$ cat src/rtl/branch_stage_pkg.sv
// Shared defaults for the branch stage: packet field positions/widths and buffer sizing.
package branch_stage_pkg;

  localparam int PKT_W_DEF    = 38;
  localparam int DEST_LSB_DEF = 20;
  localparam int DEST_W_DEF   = 7;
  localparam int SEL_LSB_DEF  = 18;
  localparam int SEL_W_DEF    = 1;
  localparam int MF_BIT_DEF   = 19;

  localparam int FIFO_DEPTH = 2;

  // Occupancy of the two-entry buffer, 0..FIFO_DEPTH.
  typedef logic [1:0] cnt_t;

endpackage

$ cat src/rtl/branch_stage_if.sv
// Packet handshake bundle: upstream offer/accept plus per-channel downstream offer/accept.
interface branch_stage_if
  import branch_stage_pkg::*;
#(
  parameter int PKT_W   = PKT_W_DEF,
  parameter int NUM_OUT = 2**SEL_W_DEF
);

  logic [PKT_W-1:0]   PACKET_IN;
  logic               SEND_IN;
  logic               ACK_OUT;
  logic [PKT_W-1:0]   PACKET_OUT;
  logic [NUM_OUT-1:0] SEND_OUT;
  logic [NUM_OUT-1:0] ACK_IN;

  modport slave  (input  PACKET_IN, SEND_IN, ACK_IN,
                  output ACK_OUT, PACKET_OUT, SEND_OUT);

  modport master (output PACKET_IN, SEND_IN, ACK_IN,
                  input  ACK_OUT, PACKET_OUT, SEND_OUT);

endinterface

$ cat src/rtl/branch_fifo2.sv
// Two-entry in-order packet buffer; entry 0 is always the head, entry 1 the tail.
module branch_fifo2
  import branch_stage_pkg::*;
#(
  parameter int W = PKT_W_DEF
) (
  input  logic         clk,
  input  logic         rst_n,
  input  logic         push,
  input  logic [W-1:0] wdata,
  input  logic         pop,
  output logic [W-1:0] head,
  output cnt_t         count
);

  logic [W-1:0] ent0;
  logic [W-1:0] ent1;
  cnt_t         cnt;

  always_ff @(posedge clk) begin
    // NOTE: non-blocking assignments so every branch sees pre-edge cnt/ent values.
    if (!rst_n) begin
      cnt  <= '0;
      ent0 <= '0;
      ent1 <= '0;
    end else begin
      case ({push, pop})
        2'b10: begin
          if (cnt == 2'd0) ent0 <= wdata;
          else             ent1 <= wdata;
          cnt <= cnt + 2'd1;
        end
        2'b01: begin
          // Popping the last entry leaves ent0 untouched so the output holds.
          if (cnt == 2'd2) ent0 <= ent1;
          cnt <= cnt - 2'd1;
        end
        2'b11: begin
          if (cnt == 2'd1) begin
            ent0 <= wdata;
          end else begin
            ent0 <= ent1;
            ent1 <= wdata;
          end
        end
        default: ;
      endcase
    end
  end

  assign head  = ent0;
  assign count = cnt;

endmodule

$ cat src/rtl/branch_stage_n.sv
// Branch stage: buffers packets, stamps the MF bit from a per-destination flag table,
// and offers the head packet to one of NUM_OUT channels. BRANCH_STAGE_TBL_WR_EN adds a writable table.
module branch_stage_n
  import branch_stage_pkg::*;
#(
  parameter int PKT_W    = PKT_W_DEF,
  parameter int DEST_LSB = DEST_LSB_DEF,
  parameter int DEST_W   = DEST_W_DEF,
  parameter int SEL_LSB  = SEL_LSB_DEF,
  parameter int SEL_W    = SEL_W_DEF,
  parameter int MF_BIT   = MF_BIT_DEF,
  parameter logic [2**DEST_W-1:0] TBL_INIT = '0
) (
  input logic              CP,
  input logic              MR_N,
`ifdef BRANCH_STAGE_TBL_WR_EN
  input logic              TBL_WE,
  input logic [DEST_W-1:0] TBL_WADDR,
  input logic              TBL_WDATA,
`endif
  branch_stage_if.slave    bus
);

  localparam int NUM_OUT = 2**SEL_W;
  localparam int TBL_D   = 2**DEST_W;

  logic [TBL_D-1:0]   tbl;
  logic [PKT_W-1:0]   merged;
  logic [PKT_W-1:0]   head;
  logic [NUM_OUT-1:0] send_out;
  cnt_t               count;
  logic               ack;
  logic               push;
  logic               pop;

`ifdef BRANCH_STAGE_TBL_WR_EN
  always_ff @(posedge CP) begin
    // NOTE: the table is plain flops, so reset reloads it like any other state.
    if (!MR_N)       tbl <= TBL_INIT;
    else if (TBL_WE) tbl[TBL_WADDR] <= TBL_WDATA;
  end
`else
  assign tbl = TBL_INIT;
`endif

  // Lookup reads the pre-edge table, so a same-cycle write is seen by the next packet.
  always_comb begin
    // NOTE: default assigned first so every path drives merged and no latch is inferred.
    merged         = bus.PACKET_IN;
    merged[MF_BIT] = tbl[bus.PACKET_IN[DEST_LSB +: DEST_W]];
  end

  assign ack  = MR_N & (count < 2'd2);
  assign push = bus.SEND_IN & ack;

  always_comb begin
    send_out = '0;
    if (count != 2'd0) send_out[head[SEL_LSB +: SEL_W]] = 1'b1;
  end

  // Only the selected channel's accept can pop; others are masked off by send_out.
  assign pop = |(send_out & bus.ACK_IN);

  branch_fifo2 #(.W(PKT_W)) u_fifo (
    .clk   (CP),
    .rst_n (MR_N),
    .push  (push),
    .wdata (merged),
    .pop   (pop),
    .head  (head),
    .count (count)
  );

  assign bus.ACK_OUT    = ack;
  assign bus.PACKET_OUT = head;
  assign bus.SEND_OUT   = send_out;

endmodule

$ cat src/flat_wrapper.sv
// flat-port wrapper written by rule: the top's interface ports become plain ports
module branch_stage_n_flat import branch_stage_pkg::*;
#(
  parameter int PKT_W    = PKT_W_DEF,
  parameter int DEST_LSB = DEST_LSB_DEF,
  parameter int DEST_W   = DEST_W_DEF,
  parameter int SEL_LSB  = SEL_LSB_DEF,
  parameter int SEL_W    = SEL_W_DEF,
  parameter int MF_BIT   = MF_BIT_DEF,
  parameter logic [2**DEST_W-1:0] TBL_INIT = '0
)
  (CP, MR_N, bus_PACKET_IN, bus_SEND_IN, bus_ACK_IN, bus_ACK_OUT, bus_PACKET_OUT, bus_SEND_OUT);
  branch_stage_if #(.PKT_W(PKT_W), .NUM_OUT((2))) bus_i ();
  input logic CP;
  input logic MR_N;
  input wire logic [$bits(bus_i.PACKET_IN)-1:0] bus_PACKET_IN;
  input wire logic [$bits(bus_i.SEND_IN)-1:0] bus_SEND_IN;
  input wire logic [$bits(bus_i.ACK_IN)-1:0] bus_ACK_IN;
  output wire logic [$bits(bus_i.ACK_OUT)-1:0] bus_ACK_OUT;
  output wire logic [$bits(bus_i.PACKET_OUT)-1:0] bus_PACKET_OUT;
  output wire logic [$bits(bus_i.SEND_OUT)-1:0] bus_SEND_OUT;
  assign bus_i.PACKET_IN = bus_PACKET_IN;
  assign bus_i.SEND_IN = bus_SEND_IN;
  assign bus_i.ACK_IN = bus_ACK_IN;
  assign bus_ACK_OUT = bus_i.ACK_OUT;
  assign bus_PACKET_OUT = bus_i.PACKET_OUT;
  assign bus_SEND_OUT = bus_i.SEND_OUT;
  branch_stage_n #(.PKT_W(PKT_W), .DEST_LSB(DEST_LSB), .DEST_W(DEST_W), .SEL_LSB(SEL_LSB), .SEL_W(SEL_W), .MF_BIT(MF_BIT), .TBL_INIT(TBL_INIT)) u_core (.CP(CP), .MR_N(MR_N), .bus(bus_i));
endmodule
$ cat config.mk
export PLATFORM = sky130hd
export DESIGN_NAME = branch_stage_n_flat
export DESIGN_NICKNAME = d
export VERILOG_FILES = /design/src/rtl/branch_stage_pkg.sv /design/src/rtl/branch_stage_if.sv /design/src/rtl/branch_fifo2.sv /design/src/rtl/branch_stage_n.sv /design/src/flat_wrapper.sv
export SDC_FILE = /design/constraint.sdc
export NUM_CORES = 1
export LEC_CHECK = 0
export CAP_MARGIN = 20
export CORE_MARGIN = 3
export CORE_UTILIZATION = 53
export DETAILED_ROUTE_END_ITERATION = 10
export GPL_ROUTABILITY_DRIVEN = 0
export PLACE_DENSITY = 0.95
export SLEW_MARGIN = 15
export SYNTH_ARGS = -nofsm -noshare
export SYNTH_HDL_FRONTEND = slang
export SYNTH_SLANG_ARGS = --single-unit
$ cat constraint.sdc
create_clock -name CP -period 4.05 [get_ports CP]
set_clock_uncertainty 0.1 [all_clocks]
set_input_delay 0.81 -clock CP [delete_from_list [all_inputs] [get_ports CP]]
set_output_delay 0.81 -clock CP [all_outputs]
set_load 0.005 [all_outputs]
==> run metrics, run 1 <==
area share of fa/ha/maj cells after synthesis 0.03300; CP Capture Type flip-flop; post-synthesis sequential area ratio 0.4459; Antenna Nets Post-Route 0; Reg2Reg Setup Slack 1110 ps; GR Util met3 0.05894; worst hold path depth 2; root buf cell clkbuf_8; Sink Count 76; largest family of logic cells by synthesized area compound AO/OA/AOI/OAI gates; H-tree Lvls 3; post-layout min period 3123 ps; residual DRC count 0; Post-Synth Simple-Gate Area 0.1448; Synth Register Bits between 70 and 80; Power Dens Cells 679.4 nW/µm²; Reg2Reg Depth 9; Die Wd 86.24 µm; max cap viols 0; multiplexer area fraction after synthesis 0.005867; Port Buffers 81; GR peak layer met2; Final Max Slew Viols 0; final setup vio count 0; met2 Use GR 0.4064; final net count 491; # hold bufs at CTS 0; Req. time, crit path 4170 ps; Synth-to-Final Area Change 29.26%; Ys Warns 0; netlist area before placement 3412 µm²; post-DP HPWL 5452 µm; Starting Density 0.5630; Max rail drop VDD 0.3792 mV; TritonCTS clock tree yes; Iter 0 DRT Violations 179; Die Height 86.24 µm; RSZ-0062 raised after global routing false; worst path arrival time between 3000 and 4000 ps; largest net degree at the start of global routing between 70 and 80; Switching Power 0.001134 W; sequential power share 0.367; CTS Buf Count 9; commonest non-fill, non-tap cell in the layout clkdlybuf4s50_1; crit path max fanout 17; post_cts resized 0; clk_lat worst skew 340 ps; diode count 0; Hold WC Path Type flip-flop to flip-flop; Clock Power Share 0.173; Cells after Synth 366; Critical R2R Launch u_core.u_fifo.count[0]; commonest non-fill, non-tap cells in the layout clkdlybuf4s50_1, nand2_1, dfxtp_1, nor2_1, o21ai_0; first-pass GRT wire length 14,180 µm; Filler Cells Inserted 457; Total GRT Usage 0.2364; Worst-Margin Slew 983.1 ps; clk buf depth 2; Vias 2,906; drt wl/cell 15.87 µm; status finished, final reports clean; Sw Ratio 0.3783; clock slew at reported path FFs roughly 80 ps; syn_area_per_cell roughly 9.3 µm²; WL final 8237 µm; syn nets roughly 420; core box area between 6000 and 7000 µm²; post-synthesis xor/xnor area fraction 0.002567; Compound-Gate Fraction of Synth Area 0.3055; GRT Residual Overflow 0; initial antenna violation count 0; r2r endpoint u_core.u_fifo.head[3]; Int Power 0.001863 W; CP startpoint bus_ACK_IN[1]; worst hold start u_core.u_fifo.ent1[17]; I/O pin total 84; Inst Count DP 503; Finished Layout Cells about 520; Core Rows 28; setup TNS 0 ps; Vias/cell between 5 and 6; Pleak 1.660 nW; number of global-route vias before repair 3,084; fmax 320.2 MHz; startpoint types primary input; slew margin rel. 0.3446; Cell variety after synth 31; Logic pwr share 0.460; DRT Pass-1 Iters 4; share of layout cells above drive strength 1 0.1464; die area 7436 µm²; Final period util 0.7711; setup repair bufs after CTS 0; WS Path Type primary input to flip-flop; met1 Use GR 0.2829; final hold slack 370.6 ps; Fin. Hold Viols 0; Hold Path End u_core.u_fifo.ent1[17]
[worst max-delay path by stage]
stage	cells after the start	to	slack (ps)
6_report	9	u_core.u_fifo.head[3]	930
4_1_cts	9	u_core.u_fifo.head[3]	940
3_3_place_gp	9	u_core.u_fifo.head[3]	610
2_1_floorplan	10	u_core.u_fifo.head[10]	1210
5_1_grt	10	u_core.u_fifo.head[3]	800
3_5_place_dp	9	u_core.u_fifo.head[28]	570
[synth_stat cells]
| library cell | number | area, µm² |
|---|---|---|
| dfxtp_1 | 76 | 1521 |
| nand2_1 | 76 | 285.3 |
| nor2_1 | 38 | 142.6 |
| o21ai_0 | 33 | 165.2 |
| a221oi_2 | 30 | 450.4 |
| a21boi_0 | 27 | 202.7 |
| a21boi_1 | 10 | 75.07 |
| buf_2 | 10 | 50.05 |
| clkbuf_1 | 10 | 37.54 |
| ha_1 | 9 | 112.6 |
| a221oi_1 | 7 | 61.31 |
| buf_6 | 7 | 78.83 |
| inv_1 | 5 | 18.77 |
| nor2b_1 | 5 | 31.28 |
| o21ai_1 | 4 | 20.02 |
| buf_4 | 2 | 15.01 |
| mux2i_1 | 2 | 20.02 |
| nand2b_1 | 2 | 12.51 |
| a211o_1 | 1 | 8.760 |
| a211oi_4 | 1 | 20.02 |
| a22o_1 | 1 | 8.760 |
| a22oi_2 | 1 | 12.51 |
| buf_1 | 1 | 3.750 |
| clkbuf_2 | 1 | 5.000 |
| conb_1 | 1 | 3.750 |
| nor3_2 | 1 | 10.01 |
| o211a_1 | 1 | 10.01 |
| o21a_1 | 1 | 7.510 |
| or2_2 | 1 | 6.260 |
| or3_1 | 1 | 6.260 |
| xnor2_1 | 1 | 8.760 |
[final cells by class]
class,instances,area (µm²),area share
well taps,75,93.84,0.02128
flip-flops and latches,76,1521,0.3450
clock buffers,10,137.6,0.03121
repair buffers,93,908.4,0.2060
multi-input cells,254,1690,0.3833
inverters,5,18.77,0.004255
clock inverters,6,40.04,0.009078
[sequential cells by signal, indices dropped and copies added, names as in the netlist]
name and count:
u_core.u_fifo.ent1 37, u_core.u_fifo.head 37, u_core.u_fifo.count 2
[power groups by stage]
| stage | Clock (W) | Sequential (W) | Combinational, W |
|---|---|---|---|
| floorplan | 0 | 0.00110 | 0.000805 |
| global placement | 0 | 0.00110 | 0.00134 |
| detailed placement | 0 | 0.00111 | 0.00138 |
| CTS | 0.000525 | 0.00110 | 0.00139 |
| global route | 0.000560 | 0.00112 | 0.00152 |
| finish | 0.000519 | 0.00110 | 0.00138 |
[stage by stage]
stage | power (W) | util | setup WS [ps] | cell area (µm²)
floorplan | 0.001905 | - | 1206 | 3412
global placement | 0.002434 | 0.6984 | 614.6 | 4233
detailed placement | 0.002494 | 0.6984 | 571.6 | 4233
CTS | 0.003015 | 0.7277 | 936.0 | 4410
global route | 0.003204 | 0.7277 | 795.5 | 4410
finish | 0.002997 | 0.7277 | 926.9 | 4410
[logic make-up after synthesis]
kind of cell               after synthesis
buffers and inverters                   36
other                                    1
xor gates and xnor gates                 1
and+or+nand+nor                        124
DFF                                     76
adders and majority gates                9
muxes                                    2
AOI/OAI and AO/OA                      117
[metal layers]
layer | routed length, µm | up-vias
li1 | - | 1422
met2 | 4064 | 71
met5 | 0 | -
met4 | 114 | 0
met1 | 3641 | 1404
met3 | 416 | 9
[critical path, stage by stage]
cell and delay [ps]:
clkdlybuf4s50_1 450, mux2i_1 90, or2_2 330, ha_1 230
nor2b_1 170, or3_2 610, buf_12 230, a221oi_1 240
nor2_1 90
No activity file was read; power rests on OpenSTA's default activity.
==> run 2, diff against run 1 <==
- CORE_UTILIZATION: 53 -> 49
- PLACE_DENSITY: 0.95 -> 0.9
- clock period: 4.05 -> 2.9 ns (I/O delays scaled with it)
==> run metrics, run 2 (synthesis gave the netlist of run 1 again) <==
Filler Cells Inserted 499 (+9.2%); CP Capture Type flip-flop; post-layout min period 2688 ps; TritonCTS clock tree yes; clk_lat worst skew 340 ps (about the same); final setup vio count 0 (unchanged); Top Family by Delay on Critical Path simple AND/OR/NAND/NOR gates; setup repair bufs after CTS 0 (unchanged); final setup margin 212.0 ps (-714.9 ps); Critical Path, Cell by Cell clkdlybuf4s50_1, mux2i_1, or2_2, inv_1, ha_1, nor2b_1, or3_2, buf_12, a221oi_1, nor2_1; Reg2Reg Depth 9 (unchanged); status finished, final reports clean; Die Wd 89.45 µm (+3.7%); final hold slack 369.7 ps (-0.8980 ps); number of global-route vias before repair 3,027 (-1.8%); Int Power 0.002820 W (+51%); core box area 6531 µm² (+7.8%); Pleak 1.755 nW (+5.7%); share of layout cells above drive strength 1 0.1667 (+0.02027); fmax 372.0 MHz; Total GRT Usage 0.2219 (-0.01450); first-pass GRT wire length 13,790 µm (-2.8%); Logic pwr share 0.467 (+0.007); Worst-Margin Slew 609.2 ps (-373.8 ps); Final period util 0.9269; final net count 503 (+2.4%); crit path max fanout 29 (+12); Sw Ratio 0.3575 (-0.02077); startpoint types primary input; residual DRC count 0 (unchanged); max incr delay on CP 500 ps (-110 ps); # hold bufs at CTS 0 (unchanged); Port Buffers 81 (unchanged); clock slew at reported path FFs 70 ps (about the same); root buf cell clkbuf_8; Antenna Nets Post-Route 0 (unchanged); max cap viols 0 (unchanged); total power 0.004389 W (+46%); initial antenna violation count 0 (unchanged); Switching Power 0.001569 W (+38%); critical path buffer and inverter count 3 (+1); Clock Power Share 0.185 (+0.012); Reg2Reg Setup Slack 360 ps (-750 ps); Req. time, crit path 3020 ps (-1150 ps); sequential power share 0.349 (-0.018); Power Dens Cells 958.8 nW/µm² (+41%); Synth-to-Final Area Change 34.18%; largest net degree at the start of global routing 77 (unchanged); H-tree Lvls 3 (unchanged); Vias/cell 5.552 (-0.85%); slew margin rel. 0.5939 (+0.2492); WS Path Type primary input to flip-flop; Sink Count 76 (unchanged); post_cts resized 0 (unchanged); Fin. Hold Viols 0 (unchanged); RSZ-0062 raised after global routing false; diode count 0 (unchanged); Starting Density 0.5224 (-0.04055); dpl cell area 4375 µm² (+3.4%); worst hold start u_core.u_fifo.ent1[3]; Vias 2,959 (+1.8%); clk buf depth 2 (unchanged); worst path arrival time 2810 ps (-440 ps); Max rail drop VDD 0.4871 mV (+28%); CTS Buf Count 9 (unchanged); die area 8000 µm² (+7.6%); commonest non-fill, non-tap cell in the layout clkdlybuf4s50_1; Hold Path End u_core.u_fifo.ent1[3]; r2r endpoint u_core.u_fifo.head[37]; dpl ws -145.4 ps (-717.1 ps); post-DP HPWL 5572 µm (+2.2%); I/O pin total 84 (unchanged); Iter 0 DRT Violations 156 (-13%); GRT Residual Overflow 0 (unchanged); Core Rows 29 (+3.6%); slowest CP cell or3_2; setup TNS 0 ps (unchanged); commonest non-fill, non-tap cells in the layout clkdlybuf4s50_1, nand2_1, dfxtp_1, nor2_1, o21ai_0; WL final 8312 µm (+0.91%); DRT Pass-1 Iters 4 (unchanged); design area 4578 µm² (+3.8%); worst hold path depth 2 (unchanged); Critical R2R Launch u_core.u_fifo.count[0]; Die Height 89.45 µm (+3.7%); Final Max Slew Viols 0 (unchanged); drt wl/cell 15.59 µm (-1.7%); Hold WC Path Type flip-flop to flip-flop
==> run 2: cell count changes in the layout (fill, tap and decap cells not counted) <==
cell        change
buf_12          +4
buf_4           +8
bufinv_16       +1
clkbuf_1        +1
clkbuf_8        +1
clkinvlp_4      -3
==> run 2: layer usage <==
| layer | GRT usage | share of wire | up-vias |
|---|---|---|---|
| met5 | 0 | 0 | - |
| li1 | - | - | 1440 |
| met1 | 0.2595 | 0.43 | 1427 |
| met3 | 0.05622 | 0.054 | 10 |
| met2 | 0.3885 | 0.50 | 82 |
| met4 | 0.08525 | 0.014 | 0 |
==> run 2: worst max path at each step <==
| stage | end | slack, ps | cells after the start | from |
|---|---|---|---|---|
| after floorplan | u_core.u_fifo.head[10] | 290 | 10 | MR_N |
| after global placement | u_core.u_fifo.head[3] | -80 | 9 | bus_ACK_IN[1] |
| final | u_core.u_fifo.head[37] | 210 | 10 | bus_ACK_IN[1] |
| after detailed placement | u_core.u_fifo.head[2] | -150 | 10 | bus_ACK_IN[1] |
| after CTS | u_core.u_fifo.head[2] | 230 | 10 | bus_ACK_IN[1] |
| after global routing | u_core.u_fifo.head[3] | 100 | 10 | bus_ACK_IN[1] |
==> run 2: power groups by stage <==
stage / registers [W] / logic, W / clock network [W]
finish: 0.00153 / 0.00205 / 0.000810
global route: 0.00156 / 0.00226 / 0.000873
CTS: 0.00153 / 0.00207 / 0.000833
global placement: 0.00153 / 0.00200 / 0
detailed placement: 0.00154 / 0.00206 / 0
floorplan: 0.00154 / 0.00112 / 0
==> run 2: through the flow <==
step,std cells,util
2_1_floorplan,366,-
3_3_place_gp,517,0.6699
3_5_place_dp,517,0.6699
4_1_cts,533,0.7010
5_1_grt,533,0.7010
6_report,533,0.7010
==> run 2: area by class of cell <==
class	count	area, µm²	area share
clock inverter	4	47.55	0.01039
tap	77	96.34	0.02104
inverter	5	18.77	0.004099
multi-input combinational	254	1690	0.3692
clock buffer	12	155.1	0.03389
timing repair buffer	105	1049	0.2290
sequential	76	1521	0.3323
==> run 2: worst register-to-register path: cells and delay by family, from the launching register on <==
| family | cells | cell delay, ps |
|---|---|---|
| adders and majority gates | 2 | 420 |
| AOI/OAI and AO/OA | 1 | 260 |
| and+or+nand+nor | 4 | 1010 |
| buffers and inverters | 2 | 290 |
| DFF | 1 | 360 |
==> run 3, diff against run 2 <==
- GPL_ROUTABILITY_DRIVEN: 0 -> unset
- HOLD_SLACK_MARGIN: unset -> 0.08
- PLACE_DENSITY: 0.9 -> unset
- PLACE_DENSITY_LB_ADDON: unset -> 0.3
==> run metrics, run 3 (synthesis gave the netlist of run 1 again) <==
H-tree Lvls 3 (unchanged); Antenna Nets Post-Route 0 (unchanged); share of layout cells above drive strength 1 0.1652 (-0.001468); Core Rows 29 (unchanged); crit path max fanout 12 (-59%); clock slew at reported path FFs 70 ps (about the same); root buf cell clkbuf_8; Filler Cells Inserted 515 (+3.2%); Power Dens Cells 973.8 nW/µm² (+1.6%); Sequential cell area 1521 µm² (unchanged); startpoint types primary input; final setup vio count 0 (unchanged); area of the multi-input gates 1690 µm² (unchanged); clk buf depth 2 (unchanged); drt wl/cell 15.43 µm (-1.0%); total power 0.004501 W (+2.5%); core box area 6531 µm² (unchanged); Final Max Slew Viols 0 (unchanged); residual DRC count 0 (unchanged); Fin. Hold Viols 0 (unchanged); number of global-route vias before repair 2,967 (-2.0%); initial antenna violation count 0 (unchanged); final hold slack 356.6 ps (-13.09 ps); Worst-Margin Slew 595.7 ps (-13.55 ps); largest net degree at the start of global routing 77 (unchanged); post-layout min period 2693 ps (+4.774 ps); Final period util 0.9285 (+0.001646); first-pass GRT wire length 13,610 µm (-1.3%); worst hold path depth 2 (unchanged); final net count 502 (-0.20%); Logic pwr share 0.475 (+0.008); Vias 2,946 (-0.44%); clk_lat worst skew 340 ps (about the same); commonest non-fill, non-tap cell in the layout clkdlybuf4s50_1; Total GRT Usage 0.2173 (-0.004562); Max rail drop VDD 0.6114 mV (+26%); DRT Pass-1 Iters 4 (unchanged); Iter 0 DRT Violations 125 (-20%); Vias/cell 5.548 (about the same); Clock Power Share 0.186 (about the same); Hold WC Path Type flip-flop to flip-flop; Die Wd 89.45 µm (unchanged); Starting Density 0.5224 (unchanged); Synth-to-Final Area Change 35.46%; Die Height 89.45 µm (unchanged); TritonCTS clock tree yes; Req. time, crit path 3030 ps (about the same); Reg2Reg Depth 9 (unchanged); WS Path Type primary input to flip-flop; GRT Residual Overflow 0 (unchanged); # hold bufs at CTS 0 (unchanged); worst path arrival time 2820 ps (about the same); Port Buffers 81 (unchanged); setup TNS 0 ps (unchanged); max cap viols 0 (unchanged); fmax 371.4 MHz (-0.18%); design area 4622 µm² (+0.96%); Sw Ratio 0.3520 (-0.005527); CP Capture Type flip-flop; Switching Power 0.001584 W (+0.96%); I/O pin total 84 (unchanged); status finished, final reports clean; Final Util 0.7077 (+0.006705); setup repair bufs after CTS 0 (unchanged); placer congestion estimate 0.7630; slew margin rel. 0.6029 (+0.009035); diode count 0 (unchanged); sequential power share 0.339 (-0.010); post_cts resized 0 (unchanged); post-DP HPWL 5524 µm (-0.85%); RSZ-0062 raised after global routing false; die area 8000 µm² (unchanged); Int Power 0.002917 W (+3.4%); WL final 8194 µm (-1.4%); CTS Buf Count 9 (unchanged); Sink Count 76 (unchanged); dpl cell area 4418 µm² (+0.97%); Pleak 1.778 nW (+1.3%); commonest non-fill, non-tap cells in the layout clkdlybuf4s50_1, nand2_1, dfxtp_1, nor2_1, o21ai_0
## run 3: changes by cell type in the layout (fill, tap and decap cells not counted), moves of 2 or more
cell      previous run  this run
buf_4               19        14
buf_12               5         9
clkbuf_8            11         9
clkinv_2             2         4
## run 3: worst paths after layout
path / from / end / slack (ps)
max: bus_ACK_IN[1] / u_core.u_fifo.head[0] / 210
min reg2reg: u_core.u_fifo.ent1[4] / u_core.u_fifo.ent1[4] / 360
max reg2reg: u_core.u_fifo.count[0] / u_core.u_fifo.head[0] / 320
min: u_core.u_fifo.ent1[4] / u_core.u_fifo.ent1[4] / 360
## run 3: cell type report
type	instances	share of cell area
clock inverter	6	0.01733
sequential	76	0.3292
timing repair buffer	104	0.2361
clock buffer	9	0.02680
tap	77	0.02084
multi-input combinational	254	0.3657
inverter	5	0.004061
## run 3: metrics by stage
| step | setup slack [ps] | std cells |
|---|---|---|
| 2_1_floorplan | 286.2 | 366 |
| 3_3_place_gp | -95.21 | 516 |
| 3_5_place_dp | -144.1 | 516 |
| 4_1_cts | 222.9 | 531 |
| 5_1_grt | 33.19 | 531 |
| 6_report | 207.2 | 531 |
## run 3: power groups by stage
stage | logic (W) | registers [W] | clock network (W)
floorplan | 0.00112 | 0.00154 | 0
global placement | 0.00210 | 0.00153 | 0
detailed placement | 0.00215 | 0.00154 | 0
CTS | 0.00215 | 0.00152 | 0.000854
global route | 0.00235 | 0.00156 | 0.000908
finish | 0.00214 | 0.00153 | 0.000838
## run 3: worst max-delay path: stages
cell and delay [ps]:
clkdlybuf4s50_1 400, mux2i_1 220, or2_2 200, inv_1 60
ha_1 180, nor2b_1 140, or3_2 490, buf_4 220
a221oi_1 250, nor2_1 80
## run 3: per-layer routing
metal / part of all wire / vias to the layer above / GRT usage
met3: 0.046 / 11 / 0.04147
li1: - / 1442 / -
met4: 0.015 / 0 / 0.09066
met2: 0.48 / 77 / 0.3603
met1: 0.45 / 1416 / 0.2765
met5: 0 / - / 0
